**src/rtl/runway_scheduler.sv**
```systemverilog
// Two-runway scheduler: pops the takeoff or landing queue head, reserves the lowest
// free runway, issues a grant, and force-frees runways whose owners never report clear.
module runway_scheduler #(
    parameter int TIMEOUT_CYCLES = 1024,
    parameter int STARVE_LIMIT   = 3
) (
    input  logic       clock,
    input  logic       reset,
    input  logic       to_valid,
    input  logic [3:0] to_id,
    output logic       to_pop,
    input  logic       ld_valid,
    input  logic [3:0] ld_id,
    output logic       ld_pop,
    input  logic       emergency,
    input  logic       rel_valid,
    input  logic       rel_runway,
    input  logic [3:0] rel_id,
    output logic       grant_valid,
    output logic [3:0] grant_id,
    output logic       grant_runway,
    output logic       grant_landing,
    input  logic       grant_ready,
    output logic [1:0] runway_busy,
    output logic       timeout_valid,
    output logic       timeout_runway,
    output logic [3:0] timeout_id
);

    localparam int TW = $clog2(TIMEOUT_CYCLES + 1);
    localparam int SW = $clog2(STARVE_LIMIT + 2);
    localparam logic [TW-1:0] TIMER_LOAD = TW'(TIMEOUT_CYCLES);
    localparam logic [TW-1:0] TIMER_ONE  = TW'(1);
    localparam logic [SW-1:0] STARVE_MAX = SW'(STARVE_LIMIT);

    typedef enum logic [1:0] {IDLE, LATCH, GRANT} state_t;

    state_t        state;
    logic [1:0]    reserved;
    logic [1:0]    owned;
    logic [3:0]    owner [2];
    logic [TW-1:0] timer [2];
    logic [SW-1:0] starve_cnt;

    logic [1:0] free;
    logic       to_eligible;
    logic       ld_eligible;
    logic       pick;
    logic       pick_landing;
    logic       pick_runway;
    logic       rel_hit;
    logic [1:0] expire;
    logic [1:0] forced_free;

    assign free        = ~(reserved | owned);
    assign runway_busy = reserved | owned;

    always_comb begin
        to_eligible  = to_valid && !emergency;
        ld_eligible  = ld_valid;
        pick         = !reset && (state == IDLE) && (free != 2'b00) && (to_eligible || ld_eligible);
        pick_landing = ld_eligible && (!to_eligible || (starve_cnt < STARVE_MAX));
        pick_runway  = !free[0];
        to_pop       = pick && !pick_landing;
        ld_pop       = pick && pick_landing;
        rel_hit      = rel_valid && owned[rel_runway] && (rel_id == owner[rel_runway]);
        // A matching release on the same runway beats expiry.
        expire[0]    = owned[0] && (timer[0] == TIMER_ONE) && !(rel_hit && !rel_runway);
        expire[1]    = owned[1] && (timer[1] == TIMER_ONE) && !(rel_hit && rel_runway);
        // Only one forced release per cycle; runway 1 waits with its timer parked at 1.
        forced_free  = {expire[1] && !expire[0], expire[0]};
    end

    always_ff @(posedge clock) begin
        if (reset) begin
            state          <= IDLE;
            reserved       <= 2'b00;
            owned          <= 2'b00;
            starve_cnt     <= '0;
            grant_valid    <= 1'b0;
            grant_id       <= 4'd0;
            grant_runway   <= 1'b0;
            grant_landing  <= 1'b0;
            timeout_valid  <= 1'b0;
            timeout_runway <= 1'b0;
            timeout_id     <= 4'd0;
            for (int r = 0; r < 2; r++) begin
                owner[r] <= 4'd0;
                timer[r] <= '0;
            end
        end else begin
            timeout_valid <= |forced_free;
            if (|forced_free) begin
                timeout_runway <= forced_free[1];
                timeout_id     <= forced_free[0] ? owner[0] : owner[1];
            end

            for (int r = 0; r < 2; r++) begin
                if ((rel_hit && (int'(rel_runway) == r)) || forced_free[r]) begin
                    owned[r] <= 1'b0;
                    timer[r] <= '0;
                end else if (owned[r] && (timer[r] > TIMER_ONE)) begin
                    timer[r] <= timer[r] - TIMER_ONE;
                end
            end

            case (state)
                IDLE: begin
                    if (pick) begin
                        reserved[pick_runway] <= 1'b1;
                        grant_runway          <= pick_runway;
                        grant_landing         <= pick_landing;
                        state                 <= LATCH;
                        if (!pick_landing) begin
                            starve_cnt <= '0;
                        end else if (to_eligible && (starve_cnt < STARVE_MAX)) begin
                            starve_cnt <= starve_cnt + 1'b1;
                        end
                    end
                end
                LATCH: begin
                    // The FIFO head register holds the popped plane in this cycle.
                    owner[grant_runway]    <= grant_landing ? ld_id : to_id;
                    grant_id               <= grant_landing ? ld_id : to_id;
                    timer[grant_runway]    <= TIMER_LOAD;
                    owned[grant_runway]    <= 1'b1;
                    reserved[grant_runway] <= 1'b0;
                    grant_valid            <= 1'b1;
                    state                  <= GRANT;
                end
                GRANT: begin
                    if (grant_ready) begin
                        grant_valid <= 1'b0;
                        state       <= IDLE;
                    end
                end
                default: state <= IDLE;
            endcase
        end
    end

endmodule

```
**config.mk**
```make
export PLATFORM = sky130hd
export DESIGN_NAME = runway_scheduler
export DESIGN_NICKNAME = d
export VERILOG_FILES = /design/src/rtl/runway_scheduler.sv
export SDC_FILE = /design/constraint.sdc
export NUM_CORES = 1
export LEC_CHECK = 0
export CORE_AREA = 2 2 73 75
export DETAILED_ROUTE_END_ITERATION = 8
export DIE_AREA = 0 0 75 77
export PLACE_DENSITY_LB_ADDON = 0.2
export SYNTH_ARGS = -nofsm -noshare
export SYNTH_HDL_FRONTEND = slang
export SYNTH_SLANG_ARGS = --single-unit
```
**constraint.sdc**
```tcl
create_clock -name clock -period 2.2 [get_ports clock]
set_input_delay 0.44 -clock clock [delete_from_list [all_inputs] [get_ports clock]]
set_output_delay 0.44 -clock clock [all_outputs]
set_load 0.01 [all_outputs]
```
==> results by group <==
Setup path
  • CP Cell Sequence: or2_4 -> a2111oi_4 -> buf_4 -> and3_4 -> buf_2
  • Critical path's top delay family: simple AND/OR/NAND/NOR gates
  • Critical path data required time: between 1.5 and 2 ns
  • CP max stage cell: dfxtp_1
  • Setup crit end kind: output port
  • Max FO, Critical Path: 2
  • Critical path class: flop to output port
  • Worst reg2reg path startpoint: timer[0][2]
  • Crit path largest cell delay: around 0.33 ns
  • Crit start category: flop
  • Critical path arrival: 1.66 ns
  • Worst path bufs/invs: 2
  • Crit path from: reserved[1]

Cells and area
  • Synthesis-to-finish area growth: 25.9%
  • Layout cells sized above 1: between 15 and 20%
  • Non-Filler Instances: roughly 410
  • # diodes: 0
  • Nets: 365

Floorplan
  • Die Span Y: 77 µm
  • Die width: around 75 µm
  • Initial Util: between 50% and 60%
  • Core area: 4980 µm²
  • Io pins: 37
  • Die area: ~5800 µm²
  • Num rows: 26

Routing
  • DR WL/cell: 12.7 µm
  • DRC Markers: 0
  • Pre-antenna DRT Iters: 4
  • Initial DRC Count: between 100 and 150
  • Total wire length: ~5200 µm
  • Post-route ant nets: 0
  • Via Count: approximately 2100
  • DR vias/cell: between 5 and 6

Clock network
  • CTS tree: yes
  • Clock Pin Slew Worst Setup and Hold Paths: ~0.090 ns
  • Inserted Clock Buffers: 5
  • Num Clock Sinks: 52
  • Hold Buf Count CTS: 0
  • Clock latency on the worst-skew pair: about 0.30 ns
  • CTS Root Cell: clkbuf_8
  • H-tree Lvls: 2
  • Longest Clk Path Bufs: 2

STA
  • Final TNS setup: 0 ns
  • Setup-failing EPs final: 0
  • Endpoints failing hold: 0
  • Fin crit period: around 2.1 ns
  • Period utilization: 95.5%
  • Fin. max-slew vios: 0
  • Worst clock skew: between 0.003 and 0.004 ns
  • RSZ-0062 raised after global routing: no
  • Fmax: 476 MHz
  • Relative slew slack: ~57%
  • Worst slew pin tran: roughly 0.63 ns

Placed design
  • Global placement routability congestion: 0.858
  • IO Port Bufs: 36
  • Placed Cells: approximately 400
  • Detailed-placement wirelength estimate: around 4000 µm

Synthesis
  • Ys flop type: dfxtp_1
  • Fraction of the yosys area taken by sequential cells: approximately 43%
  • Asr flop ratio synth: 0%
  • Syn_nets: 309
  • Synthesized flop and latch total: between 50 and 60
  • Mean post-synth cell area: 9.13 µm²
  • Unique masters post-synth: 54
  • Synth warn: 0
  • Post-synth EDFFs: 8
  • Post-Syn Instances: 284
  • Synthesized area: 2590 µm²

Global routing
  • Grt ovf: 0
  • Pin count of the biggest net entering global routing: 27
  • Antenna violations before repair: 0
  • First-pass GRT wire length: ~9100 µm
  • Number of global-route vias before repair: ~2100
  • All-Layer GR Usage: 20.2%

Run
  • Max Cap Viol: 0

Power
  • Leakage power: approximately 1.4 nW
  • Overall power: 0.00225 W
  • Peak supply drop: between 0.0005 and 0.0006 V
  • Cell Pwr Density: ~690 nW/µm²

Hold path
  • Worst Hold Class: flop to flop
  • HP Start: reserved[1]

Outcome
  • Status: finished clean
-- flip-flops by register name (all words and copies together) (netlist names) --
name	cells
timer	22
grant_id	4
owner	8
timeout_id	4
grant_landing	1
timeout_runway	1
owned	2
reserved	2
state	2
grant_valid	1
starve_cnt	3
timeout_valid	1
grant_runway	1
-- power breakdown --
part,internal [W],leakage [nW],switching [W]
clock,0.000217,0.0453,0.000307
combinational,0.000314,0.894,0.000309
sequential,0.00104,0.441,0.0000637
total,0.00157,1.38,0.000679
-- repair_timing --
item,CTS,global route
pin swaps,1,0
buffers inserted,1,0
resized for setup,16,8
setup endpoints to repair,30,23
-- logic make-up (layout without fill, tap and decap cells) --
kind of cell	count (synthesis)	after routing	synth area share (%)
muxes	15	15	5.98
buffers and inverters	25	82	5.16
DFF	52	52	43.2
adders and majority gates	5	5	2.41
AOI/OAI and AO/OA	62	62	17.2
and+or+nand+nor	114	114	22.2
xor gates and xnor gates	11	11	3.72
-- metal layers --
metal  vias up  global-route usage [%]  share of wire [%]
met5         -                       0                  0
met4         0                    6.96                1.6
met3         7                    3.94                3.0
met2        37                    32.7                 47
met1       976                    26.4                 48
li1       1113                       -                  -
-- cell usage after synthesis (3+ instances only) --
library cell  number  area (µm²)
inv_1             11        41.3
a21oi_1           14        70.1
ha_1               5        62.6
and3_1             5        31.3
or3_1              3        18.8
nand2_1           17        63.8
nor2_1            48         180
nand3b_1           3        22.5
clkbuf_1           6        22.5
a211oi_1           9        67.6
nand2b_1           5        31.3
nand3_1            3        15.0
nor2b_1            4        25.0
nor3_1            11        55.1
a21o_1             9        67.6
edfxtp_1           8         240
xor2_1             8        70.1
o21ai_0            7        35.0
mux2i_1           14         140
dfxtp_1           44         881
a211o_1            3        26.3
buf_6              4        45.0
xnor2_1            3        26.3
-- cells in the final DEF (no fill, tap or decap), types with 5 or more instances in the layout --
cell type / count
clkbuf_8: 5
o21ai_0: 6
ha_1: 5
a21o_1: 9
mux2i_1: 14
nand2b_1: 5
buf_4: 26
xor2_1: 8
nor2_1: 47
clkdlybuf4s50_1: 33
a211oi_1: 9
nor3_1: 11
inv_1: 10
a21oi_1: 12
edfxtp_1: 8
nand2_1: 17
dfxtp_1: 43
-- worst paths after layout --
path | end | slack (ns) | cells past startpoint
hold reg to reg | reserved[1] | 0.48 | 2
setup reg to reg | timer[1][0] | 0.15 | 6
setup / recovery | ld_pop | 0.1 | 5
hold / removal | reserved[1] | 0.48 | 2
-- per-stage QoR --
step                utilization (%)  hold slack, ns  area, µm²  setup WS (ns)
global route                   65.6           0.503       3260        0.00493
detailed placement             63.1           0.455       3140         -0.588
global placement               63.1           0.453       3140         -0.494
CTS                            65.2           0.474       3240         0.0297
finish                         65.6           0.483       3260         0.0989
floorplan                         -           0.447       2590         0.0880
-- area by class of cell --
class                   count  area [µm²]
clock buffers               5        68.8
clock inverters             3        13.8
fillers                   440        1710
inverters                  11        41.3
multi-input cells         207        1370
flip-flops and latches     52        1120
well taps                  70        87.6
repair buffers             63         557
-- worst register-to-register path, delay by kind of cell (launching register included) --
kind | cells | cell delay [ns]
compound gates | 2 | 0.46
flops | 1 | 0.35
mux | 1 | 0.18
simple gates | 3 | 1.02
Power figures use the tool's default switching activity.
==> edit (same settings) <==
The parameter `STARVE_LIMIT` goes from 3 to 6.
--- a/src/rtl/runway_scheduler.sv
+++ b/src/rtl/runway_scheduler.sv
@@ -4,3 +4,3 @@
     parameter int TIMEOUT_CYCLES = 1024,
-    parameter int STARVE_LIMIT   = 3
+    parameter int STARVE_LIMIT   = 6
 ) (
Formal check against the unedited RTL: not equivalent (a bounded check fails within 10 cycles, from zero or initial values and one cycle with reset high).
==> edit against the unedited design <==
Synthesized area rose by 0.82%. Power rose by 4.7%. Hold slack got worse by 0.0025 ns. Wire length rose by 3.5%. Sequential cell count did not move. Worst setup slack got worse by 0.078 ns. Final area barely moved. Clock skew rose by 0.0069 ns. Critical path type unchanged. Largest power group unchanged.
==> edit: results (changes against the unedited design) <==
| Metric | Value |
|---|---|
| CP peak stage delay | 0.37 ns (+0.04 ns) |
| Hold Path End | reserved[1] |
| Main synth FF type | dfxtp_1 |
| Worst path arrival time | 1.74 ns (+0.08 ns) |
| Clk buf depth | 2 (unchanged) |
| H-tree levels | 2 (unchanged) |
| Fill cells | 419 (-4.8%) |
| Largest cells by area after synthesis | dfxtp_1, edfxtp_1, nor2_1 |
| Vias in the first global route | 1978 (-5.3%) |
| Run status | complete, no violations |
| Worst-margin pin slew | 0.637 ns (+0.00424 ns) |
| GRT Util Overall | 20.1% (-0.10 points) |
| CTS Buf Count | 5 (unchanged) |
| Initial antenna violation count | 0 (unchanged) |
| Worst-Skew Late Latency | 0.32 ns (+0.02 ns) |
| Flop-to-flop setup slack | 0.19 ns (+0.04 ns) |
| Share of layout cells above drive strength 1 | 19.6% (+2.1 points) |
| HP Class | flip-flop to flip-flop |
| Max IR drop VDD | 0.546 mV (-1.2%) |
| Largest net degree at the start of global routing | 24 (-11%) |
| Syn Nets | 308 (-0.32%) |
| Global-route wire length before repair | 9070 µm (-0.83%) |
| Worst reg2reg startpoint | timer[0][2] |
| Post-Route WL | 5410 µm (+3.5%) |
| Synth top cells by count | nor2_1, dfxtp_1, nand2_1 |
| 1st-pass router iterations | 4 (unchanged) |
| Skew final | 0.0102 ns (+0.00688 ns) |
| Post-synth EDFFs | 8 (unchanged) |
| Top Registers | timer x22, owner x8 |
| Sequential element share of the synthesized area | 42.9% (-0.35 points) |
| CTS clk-pin slew, worst paths | 0.09 ns (about the same) |
| IO Port Bufs | 36 (unchanged) |
| Slowest cell on crit path | a2111oi_4 |
| Iter 0 DRT Violations | 108 (-19%) |
| Post-DP HPWL | 4000 µm (+1.1%) |
| Nets | 365 (unchanged) |
| DR vias | 2121 (-0.56%) |
| Leak Pwr | 0.00136 µW (-1.4%) |
| RD Place Congestion | 0.797 (-7.1%) |
| Reg2reg path depth | 6 (unchanged) |
| WHS | 0.481 ns (-0.00254 ns) |
| Min-Delay Startpoint | reserved[1] |
edit: worst max-delay path by stage:
stage | start | to | slack (ns)
global placement | rel_runway | timer[0][1] | -0.46
detailed placement | rel_runway | timer[1][8] | -0.58
floorplan | rel_runway | timer[1][4] | 0.15
global route | reserved[1] | to_pop | -0.03
finish | reserved[1] | to_pop | 0.02
CTS | owned[0] | ld_pop | 0.004
edit: final cells by class:
cell class / count / area [µm²] / share of cell area, %
clock buffer: 7 / 86.3 / 2.65
clock inverter: 1 / 7.51 / 0.230
inverter: 11 / 41.3 / 1.27
multi-input combinational: 207 / 1370 / 41.9
sequential: 52 / 1120 / 34.5
tap: 70 / 87.6 / 2.69
timing repair buffer: 63 / 548 / 16.8
edit: kinds of logic (layout without fill, tap and decap cells):
logic type / Yosys count / count (layout) / share of synthesized area (%)
AOI/OAI and AO/OA: 59 / 59 / 16.9
xor gates and xnor gates: 13 / 13 / 4.36
adders and majority gates: 5 / 5 / 2.39
buffers and inverters: 24 / 82 / 5.55
DFF: 52 / 52 / 42.9
muxes: 14 / 14 / 5.55
and+or+nand+nor: 116 / 116 / 22.4
edit: critical path: cells and delay by family (launching register included):
kind            cells  cell delay [ns]
simple gates        1             0.26
compound gates      3             0.68
flops               1             0.33
buf+inv             1             0.16
edit: where the power goes:
group	switching, µW	internal, µW	total [µW]
clock	326	256	582
combinational	323	329	653
sequential	76.1	1040	1120
edit: metal layers:
| layer | vias up | global-route usage (%) | share of wire (%) |
|---|---|---|---|
| li1 | 1105 | - | - |
| met1 | 975 | 27.6 | 48 |
| met2 | 35 | 31.0 | 47 |
| met3 | 6 | 4.20 | 3.6 |
| met4 | 0 | 6.96 | 1.3 |
| met5 | - | 0 | 0 |
edit: timing repair:
action | 4_1_cts | 5_1_grt
hold buffers | 0 | 0
pin swaps | 2 | 1
resized for setup | 15 | 6
setup buffers | 1 | 1
setup endpoints to repair | 29 | 21
edit: through the flow:
step	worst slack (ns)	power (µW)	area (µm²)	cells
global route	-0.0335	2470	3260	411
CTS	0.00368	2360	3260	410
floorplan	0.147	1560	2610	283
detailed placement	-0.578	1770	3150	401
global placement	-0.458	1750	3150	401
finish	0.0212	2360	3260	411
